`config.mk`:
```
export PLATFORM = sky130hd
export DESIGN_NAME = hms_timekeeper
export DESIGN_NICKNAME = d
export VERILOG_FILES = /design/src/rtl/hms_pkg.sv /design/src/rtl/btn_pulse.sv /design/src/rtl/hms_timekeeper.sv
export SDC_FILE = /design/constraint.sdc
export NUM_CORES = 1
export LEC_CHECK = 0
export ABC_AREA = 1
export BUFFER_PORTS_ARGS = -buffer_cell sky130_fd_sc_hd__clkbuf_2
export CAP_MARGIN = 0
export CORE_MARGIN = 2
export CORE_UTILIZATION = 35
export CTS_CLUSTER_DIAMETER = 30
export DETAILED_ROUTE_END_ITERATION = 12
export GPL_TIMING_DRIVEN = 0
export PLACE_DENSITY = 0.52
export SYNTH_ARGS = -nofsm -noshare
export SYNTH_HDL_FRONTEND = slang
export SYNTH_SLANG_ARGS = --single-unit
export TNS_END_PERCENT = 100
```
`constraint.sdc`:
```
create_clock -name clk -period 2.8 [get_ports clk]
set_input_delay 0.42 -clock clk [delete_from_list [all_inputs] [get_ports clk]]
set_output_delay 0.42 -clock clk [all_outputs]
set_load 0.005 [all_outputs]
```
`src/rtl/hms_pkg.sv`:
```
// Shared types and constants for the HH:MM:SS timekeeper.
// HMS_TIMEKEEPER_ALARM_EN adds the two alarm-setup states.
package hms_pkg;

    localparam int unsigned FIELD_W = 6;
    localparam int unsigned SEC_MAX = 59;
    localparam int unsigned MIN_MAX = 59;

    localparam logic [1:0] POS_SEC  = 2'b00;
    localparam logic [1:0] POS_MIN  = 2'b01;
    localparam logic [1:0] POS_HOUR = 2'b10;
    localparam logic [1:0] POS_AL   = 2'b11;

`ifdef HMS_TIMEKEEPER_ALARM_EN
    typedef enum logic [2:0] {
        ST_CLOCK,
        ST_SET_SEC,
        ST_SET_MIN,
        ST_SET_HOUR,
        ST_SET_AL_MIN,
        ST_SET_AL_HOUR
    } state_e;
`else
    typedef enum logic [1:0] {
        ST_CLOCK,
        ST_SET_SEC,
        ST_SET_MIN,
        ST_SET_HOUR
    } state_e;
`endif

    // Increment with wrap to zero after the field's last legal value.
    function automatic logic [FIELD_W-1:0] wrap_inc(input logic [FIELD_W-1:0] v,
                                                    input logic [FIELD_W-1:0] max);
        return (v >= max) ? '0 : v + FIELD_W'(1);
    endfunction

endpackage

```
`src/rtl/btn_pulse.sv`:
```
// Button conditioner: 2-flop synchroniser, strobe-sampled two-sample debounce,
// one-cycle press pulse. A button held through reset must be released before it can fire.
module btn_pulse (
    input  logic clk,
    input  logic rst_n,
    input  logic sample_i,
    input  logic btn_n_i,
    output logic press_o
);

    logic [1:0] sync_q;
    logic       smp_q;
    logic       stable_q;
    logic       armed_q;
    logic       press_q;

    // stable_q is the debounced level (1 = released); armed_q needs one real high sample.
    always_ff @(posedge clk or negedge rst_n) begin
        if (!rst_n) begin
            sync_q   <= 2'b11;
            smp_q    <= 1'b1;
            stable_q <= 1'b1;
            armed_q  <= 1'b0;
            press_q  <= 1'b0;
        end else begin
            sync_q  <= {sync_q[0], btn_n_i};
            press_q <= 1'b0;
            if (sample_i) begin
                smp_q <= sync_q[1];
                if (sync_q[1]) begin
                    armed_q <= 1'b1;
                end
                if (stable_q && armed_q && !smp_q && !sync_q[1]) begin
                    stable_q <= 1'b0;
                    press_q  <= 1'b1;
                end else if (!stable_q && smp_q && sync_q[1]) begin
                    stable_q <= 1'b1;
                end
            end
        end
    end

    assign press_o = press_q;

endmodule

```
`src/rtl/hms_timekeeper.sv`:
```
// Single-clock HH:MM:SS timekeeper with button-driven setup FSM.
// Optional alarm fields and states are enabled by HMS_TIMEKEEPER_ALARM_EN.
module hms_timekeeper
    import hms_pkg::*;
#(
    parameter int unsigned CLK_HZ    = 50000000,
    parameter int unsigned DEB_HZ    = 100,
    parameter int unsigned HOUR_MAX  = 23,
    parameter int unsigned BLINK_DIV = 2
) (
    input  logic               clk,
    input  logic               rst_n,
    input  logic               i_sw_mode,
    input  logic               i_sw_pos,
    input  logic               i_sw_inc,
    output logic [FIELD_W-1:0] o_sec,
    output logic [FIELD_W-1:0] o_min,
    output logic [FIELD_W-1:0] o_hour,
    output logic               o_mode,
    output logic [1:0]         o_position,
    output logic               o_blink,
`ifdef HMS_TIMEKEEPER_ALARM_EN
    output logic               o_tick,
    output logic               o_alarm,
    output logic [FIELD_W-1:0] o_al_min,
    output logic [FIELD_W-1:0] o_al_hour
`else
    output logic               o_tick
`endif
);

    localparam int unsigned DEB_DIV = CLK_HZ / DEB_HZ;
    localparam int unsigned BLK_DIV = CLK_HZ / BLINK_DIV;
    localparam int unsigned PRE_W   = $clog2(CLK_HZ);
    localparam int unsigned DEB_W   = $clog2(DEB_DIV);
    localparam int unsigned BLK_W   = $clog2(BLK_DIV);

    localparam logic [PRE_W-1:0]   PRE_LAST = PRE_W'(CLK_HZ - 1);
    localparam logic [DEB_W-1:0]   DEB_LAST = DEB_W'(DEB_DIV - 1);
    localparam logic [BLK_W-1:0]   BLK_LAST = BLK_W'(BLK_DIV - 1);
    localparam logic [FIELD_W-1:0] SEC_LIM  = FIELD_W'(SEC_MAX);
    localparam logic [FIELD_W-1:0] MIN_LIM  = FIELD_W'(MIN_MAX);
    localparam logic [FIELD_W-1:0] HOUR_LIM = FIELD_W'(HOUR_MAX);

    state_e             state_q, state_d;
    logic [PRE_W-1:0]   pre_q, pre_d;
    logic [DEB_W-1:0]   deb_q;
    logic               deb_stb_q;
    logic [BLK_W-1:0]   blk_q, blk_d;
    logic [FIELD_W-1:0] sec_q, sec_d, min_q, min_d, hour_q, hour_d;
    logic               mode_q, mode_d, blink_q, blink_d, tick_q, tick_d;
    logic [1:0]         pos_q, pos_d;
    logic               tick_c, mode_p, pos_p, inc_p, mode_c, pos_c, inc_c;
`ifdef HMS_TIMEKEEPER_ALARM_EN
    logic               alarm_q, alarm_d, al_arm_q, al_arm_d;
    logic [FIELD_W-1:0] al_cnt_q, al_cnt_d, al_min_q, al_min_d, al_hour_q, al_hour_d;
`endif

    // Shared debounce sampling strobe for all three buttons.
    always_ff @(posedge clk or negedge rst_n) begin
        if (!rst_n) begin
            deb_q     <= '0;
            deb_stb_q <= 1'b0;
        end else if (deb_q == DEB_LAST) begin
            deb_q     <= '0;
            deb_stb_q <= 1'b1;
        end else begin
            deb_q     <= deb_q + DEB_W'(1);
            deb_stb_q <= 1'b0;
        end
    end

    btn_pulse u_btn_mode (.clk(clk), .rst_n(rst_n), .sample_i(deb_stb_q), .btn_n_i(i_sw_mode), .press_o(mode_p));
    btn_pulse u_btn_pos  (.clk(clk), .rst_n(rst_n), .sample_i(deb_stb_q), .btn_n_i(i_sw_pos),  .press_o(pos_p));
    btn_pulse u_btn_inc  (.clk(clk), .rst_n(rst_n), .sample_i(deb_stb_q), .btn_n_i(i_sw_inc),  .press_o(inc_p));

    assign tick_c = (pre_q == PRE_LAST);

    always_comb begin
        state_d = state_q;
        pre_d   = tick_c ? '0 : pre_q + PRE_W'(1);
        sec_d   = sec_q;
        min_d   = min_q;
        hour_d  = hour_q;
        tick_d  = 1'b0;
        blink_d = blink_q;
        blk_d   = blk_q;
        pos_d   = POS_SEC;
        mode_c  = mode_p;
        pos_c   = pos_p & ~mode_p;
        inc_c   = inc_p & ~mode_p & ~pos_p;
`ifdef HMS_TIMEKEEPER_ALARM_EN
        alarm_d   = alarm_q;
        al_arm_d  = al_arm_q;
        al_cnt_d  = al_cnt_q;
        al_min_d  = al_min_q;
        al_hour_d = al_hour_q;
        // A press while ringing only silences the alarm.
        if (alarm_q && (mode_p || pos_p || inc_p)) begin
            alarm_d = 1'b0;
            mode_c  = 1'b0;
            pos_c   = 1'b0;
            inc_c   = 1'b0;
        end else if (alarm_q && tick_c) begin
            if (al_cnt_q == FIELD_W'(59)) begin
                alarm_d = 1'b0;
            end else begin
                al_cnt_d = al_cnt_q + FIELD_W'(1);
            end
        end
`endif

        case (state_q)
            ST_CLOCK: begin
                if (tick_c) begin
                    tick_d = 1'b1;
                    sec_d  = wrap_inc(sec_q, SEC_LIM);
                    if (sec_q == SEC_LIM) begin
                        min_d = wrap_inc(min_q, MIN_LIM);
                        if (min_q == MIN_LIM) begin
                            hour_d = wrap_inc(hour_q, HOUR_LIM);
                        end
                    end
`ifdef HMS_TIMEKEEPER_ALARM_EN
                    if (al_arm_q && sec_d == '0 && min_d == al_min_q && hour_d == al_hour_q) begin
                        alarm_d  = 1'b1;
                        al_cnt_d = '0;
                    end
`endif
                end
                if (mode_c) begin
                    state_d = ST_SET_SEC;
                end
            end
            ST_SET_SEC: begin
                if (mode_c) begin
                    state_d = ST_CLOCK;
                end else if (pos_c) begin
                    state_d = ST_SET_MIN;
                end else if (inc_c) begin
                    sec_d = wrap_inc(sec_q, SEC_LIM);
                    pre_d = '0;
                end
            end
            ST_SET_MIN: begin
                if (mode_c) begin
                    state_d = ST_CLOCK;
                end else if (pos_c) begin
                    state_d = ST_SET_HOUR;
                end else if (inc_c) begin
                    min_d = wrap_inc(min_q, MIN_LIM);
                end
            end
            ST_SET_HOUR: begin
                if (mode_c) begin
                    state_d = ST_CLOCK;
                end else if (pos_c) begin
`ifdef HMS_TIMEKEEPER_ALARM_EN
                    state_d = ST_SET_AL_MIN;
`else
                    state_d = ST_SET_SEC;
`endif
                end else if (inc_c) begin
                    hour_d = wrap_inc(hour_q, HOUR_LIM);
                end
            end
`ifdef HMS_TIMEKEEPER_ALARM_EN
            ST_SET_AL_MIN: begin
                if (mode_c) begin
                    state_d = ST_CLOCK;
                end else if (pos_c) begin
                    state_d = ST_SET_AL_HOUR;
                end else if (inc_c) begin
                    al_min_d = wrap_inc(al_min_q, MIN_LIM);
                    al_arm_d = 1'b1;
                end
            end
            ST_SET_AL_HOUR: begin
                if (mode_c) begin
                    state_d = ST_CLOCK;
                end else if (pos_c) begin
                    state_d = ST_SET_SEC;
                end else if (inc_c) begin
                    al_hour_d = wrap_inc(al_hour_q, HOUR_LIM);
                    al_arm_d  = 1'b1;
                end
            end
`endif
            default: state_d = ST_CLOCK;
        endcase

        mode_d = (state_d != ST_CLOCK);
        case (state_d)
            ST_SET_MIN:     pos_d = POS_MIN;
            ST_SET_HOUR:    pos_d = POS_HOUR;
`ifdef HMS_TIMEKEEPER_ALARM_EN
            ST_SET_AL_MIN:  pos_d = POS_AL;
            ST_SET_AL_HOUR: pos_d = POS_AL;
`endif
            default:        pos_d = POS_SEC;
        endcase

        // Blink phase only runs while a field is being edited.
        if (state_d == ST_CLOCK) begin
            blink_d = 1'b0;
            blk_d   = '0;
        end else if (blk_q == BLK_LAST) begin
            blink_d = ~blink_q;
            blk_d   = '0;
        end else begin
            blk_d = blk_q + BLK_W'(1);
        end
    end

    always_ff @(posedge clk or negedge rst_n) begin
        if (!rst_n) begin
            state_q <= ST_CLOCK;
            pre_q   <= '0;
            blk_q   <= '0;
            sec_q   <= '0;
            min_q   <= '0;
            hour_q  <= '0;
            mode_q  <= 1'b0;
            pos_q   <= POS_SEC;
            blink_q <= 1'b0;
            tick_q  <= 1'b0;
        end else begin
            state_q <= state_d;
            pre_q   <= pre_d;
            blk_q   <= blk_d;
            sec_q   <= sec_d;
            min_q   <= min_d;
            hour_q  <= hour_d;
            mode_q  <= mode_d;
            pos_q   <= pos_d;
            blink_q <= blink_d;
            tick_q  <= tick_d;
        end
    end

`ifdef HMS_TIMEKEEPER_ALARM_EN
    always_ff @(posedge clk or negedge rst_n) begin
        if (!rst_n) begin
            alarm_q   <= 1'b0;
            al_arm_q  <= 1'b0;
            al_cnt_q  <= '0;
            al_min_q  <= '0;
            al_hour_q <= '0;
        end else begin
            alarm_q   <= alarm_d;
            al_arm_q  <= al_arm_d;
            al_cnt_q  <= al_cnt_d;
            al_min_q  <= al_min_d;
            al_hour_q <= al_hour_d;
        end
    end

    assign o_alarm   = alarm_q;
    assign o_al_min  = al_min_q;
    assign o_al_hour = al_hour_q;
`endif

    assign o_sec      = sec_q;
    assign o_min      = min_q;
    assign o_hour     = hour_q;
    assign o_mode     = mode_q;
    assign o_position = pos_q;
    assign o_blink    = blink_q;
    assign o_tick     = tick_q;

endmodule
```
==> Flow_metrics.wiki <==
{| class="wikitable"
! Metric !! Value
|-
| Number of synthesized flops with an enable pin || 0
|-
| Share of the synthesized area in the top cell type || 40.86%
|-
| Fraction of power consumed by the clock network || 57.9%
|-
| Maximum level of the CTS H-tree || 4
|-
| Power after layout || 0.004043 W
|-
| Mean area per synthesized cell || about 7.5 um2
|-
| Part of the Yosys area used for sequential elements || 45.90%
|-
| Max-slew violations || 0
|-
| Worst r2r dst || blk_q[6]
|-
| Number of nets in the layout || 892
|-
| Routed length per placed instance || 12.16 um
|-
| HPWL after DPL || 9712 um
|-
| Time the worst path needs with I/O delays and setup || 1.928 ns
|-
| Total die area || roughly 0.019 mm2
|-
| Area taken by flip-flops and latches || 0.002868 mm2
|-
| Insertion delay of the later-clocked pin in the worst-skew pair || 0.42 ns
|-
| Area grow syn2layout || 17.60%
|-
| Leading cell type by number of instances after synthesis || nand2_1
|-
| Transition time at the pin with the least slew margin || 0.4295 ns
|-
| Category of the critical setup timing path || flip-flop to flip-flop
|-
| Cell Count Post-Placement || approximately 1,100
|-
| Worst hold path class || input pin to flip-flop
|-
| Async S/R FF share, synth || 100.0%
|-
| P_int || 0.003242 W
|-
| Number of distinct library cell variants in the gate-level netlist after synthesis || 36
|-
| Hold WS || 0.08340 ns
|-
| Terminating pin of the worst hold path || u_btn_inc.sync_q[0]
|-
| Final non-filler cell total || 1,117
|-
| RSZ-0062 raised after global routing || false
|-
| Startpoint kind of the worst setup timing path || flip-flop
|-
| Count of fill cells added during filler insertion || 1,752
|-
| Sequential share of power || 41.0%
|-
| Antenna violations before repair || 0
|-
| Routed vias || 5,124
|-
| Total area of multi-input combinational cells || 0.002937 mm2
|-
| I/O pin cnt || 28
|-
| Global-route wire length before repair || ~23,000 um
|-
| Top area cells in the synthesized netlist || dfrtp_1, nand2_1, nor2_1
|-
| Crit path arrival time || 2.23 ns
|-
| Pin count of the biggest net entering global routing || 85
|-
| Number of maximum-capacitance constraint violations || 0
|-
| Max Clock Skew || 0.01063 ns
|-
| Gate count after technology mapping || 832
|-
| Post-synth design cell area || 0.006247 mm2
|-
| Worst Reg2Reg Path Length in Cells || 11
|-
| Floorplan row count || 48
|-
| Static leakage || roughly 3.3 nW
|-
| Vias in the first global route || 4,847
|-
| Buffer levels on the longest clock path || 2
|-
| Number of antenna cells inserted || 0
|-
| FF+latch count, synth || 114
|-
| TritonCTS Sinks || 114
|-
| WL final || between 10,000 and 15,000 um
|-
| Vias per std cell || 4.587
|-
| Floorplan die height || 137.6 um
|-
| Worst-path clk slew || 0.06 ns
|-
| Resized Gates After CTS || 0
|-
| Detailed Routing Iterations Pass 1 || 4
|-
| Total congestion overflow || 0
|-
| Synth top cells by count || nand2_1, nor2_1, dfrtp_1
|-
| Clock Root Buffer || clkbuf_16
|-
| Logic pwr share || under 10%
|-
| Status || completed
|-
| Launch instance of the worst min-delay path || i_sw_inc
|-
| Period Utilization, post-route || 68.85%
|-
| Endpoints failing hold || 0
|-
| Post-Syn Nets || 844
|-
| Layout cells sized above 1 || 13.68%
|-
| CTS tree || yes
|-
| Total global routing track utilization || 15.72%
|-
| Width of the die || approximately 140 um
|-
| TritonCTS Buffers || 17
|-
| R2R Path Start || blk_q[0]
|-
| R2R Setup Slk || 0.87 ns
|-
| Number of buffers inserted by post-CTS setup repair || 0
|-
| Drt drc || 0
|-
| Power Dens Cells || 550.3 mW/mm2
|-
| Sw Ratio || between 10% and 20%
|-
| Hold-critical path depth || 1
|-
| # port buffers || 27
|-
| Total of hold buffers inserted after clock tree synthesis || 1
|-
| Switching power total || roughly 0.0008 W
|-
| Required time worst endpoint || about 3.1 ns
|-
| Peak Freq || roughly 0.52 GHz
|-
| VDD IR-drop max || 0.0004369 V
|-
| GP Congestion || 0.8259
|-
| Starting Density || 35.99%
|-
| Rel. slew slack || 71.37%
|-
| Setup violation total in the final timing report || 0
|-
| Detail Route Antenna Nets || 0
|-
| Crit-path max FO || 10
|-
| Yosys top cell by area || dfrtp_1
|-
| Area of the core || 0.01736 mm2
|-
| Most common flop cell mapped by yosys || dfrtp_1
|-
| Type of destination of the critical path || flip-flop
|-
| Yosys warning count || 0
|-
| Iteration-0 DRC Markers || 328
|}
state kept, by name, indices dropped and copies added, names as in the netlist, 2 cells and up:
register,count
u_btn_mode.sync_q,2
pre_q,26
deb_q,19
o_sec,6
o_position,2
u_btn_pos.sync_q,2
state_q,2
o_hour,6
o_min,6
u_btn_inc.sync_q,2
blk_q,25
placed cells by master, fill, tap and decap left out, types with 16 or more instances in the layout:
cell	count
nor2_1	154
nand2_1	215
nand4_1	16
clkbuf_2	26
dfrtp_1	102
inv_1	93
xor2_1	34
nand3_1	65
clkbuf_16	17
nor3_1	32
worst max path at each step:
stage | from | to | slack [ns] | cells past startpoint
after floorplan | blk_q[0] | blk_q[14] | 1.23 | 9
after global placement | rst_n | blk_q[22] | -0.58 | 1
after detailed placement | blk_q[0] | blk_q[23] | 0.82 | 11
after CTS | blk_q[0] | blk_q[23] | 0.82 | 11
after global routing | blk_q[0] | blk_q[22] | 0.59 | 11
final | blk_q[0] | blk_q[6] | 0.87 | 11
power groups by stage:
stage	combinational, W	clock (W)	sequential, W
2_1_floorplan	0.000000773	0	0.00169
3_3_place_gp	0.0000387	0	0.00169
3_5_place_dp	0.0000447	0	0.00169
4_1_cts	0.0000460	0.00240	0.00166
5_1_grt	0.0000503	0.00248	0.00166
6_report	0.0000417	0.00234	0.00166
worst max-delay path, cell delays in order, from the launching register on:
cell and delay [ns]:
dfrtp_1 0.46, ha_1 0.27, nand2_1 0.11, inv_2 0.07
nand2_1 0.05, nor2_1 0.14, nand2_1 0.11, nor2_4 0.19
inv_2 0.06, nand2_2 0.13, buf_6 0.17, nor2_1 0.05
metal layers:
metal | GRT usage, % | wire, um | vias up
met1 | 22.12 | 6981 | 2339
met2 | 23.44 | 6097 | 63
li1 | - | - | 2710
met4 | 5.155 | 130 | 0
met3 | 4.157 | 375 | 12
met5 | 0 | 0 | -
per-stage QoR:
step / cell area (um2) / utilization [%] / TNS [ns] / worst slack, ns
after floorplan: 6247 / - / 0 / 1.233
after global placement: 6664 / 38.39 / -57.40 / -0.5761
after detailed placement: 6700 / 38.60 / 0 / 0.8249
after CTS: 7347 / 42.33 / 0 / 0.8152
after global routing: 7347 / 42.33 / 0 / 0.5855
final: 7347 / 42.33 / 0 / 0.8722
final cells by class:
type	instances	area share (%)
multi-input combinational	607	39.97
sequential	114	39.03
clock buffer	22	6.591
inverter	106	5.416
tap	225	3.832
timing repair buffer	29	2.469
clock inverter	9	2.078
buffer	5	0.6131
cells by family (layout without fill, tap and decap cells):
logic type | count (synthesis) | after routing | share of synthesized area [%]
simple gates | 525 | 525 | 36.97
buf+inv | 111 | 171 | 7.090
flops | 114 | 114 | 45.90
xor+xnor | 40 | 40 | 5.608
fa+ha+maj | 7 | 7 | 1.402
compound gates | 35 | 35 | 3.024
(Power assumes the default switching activity.)
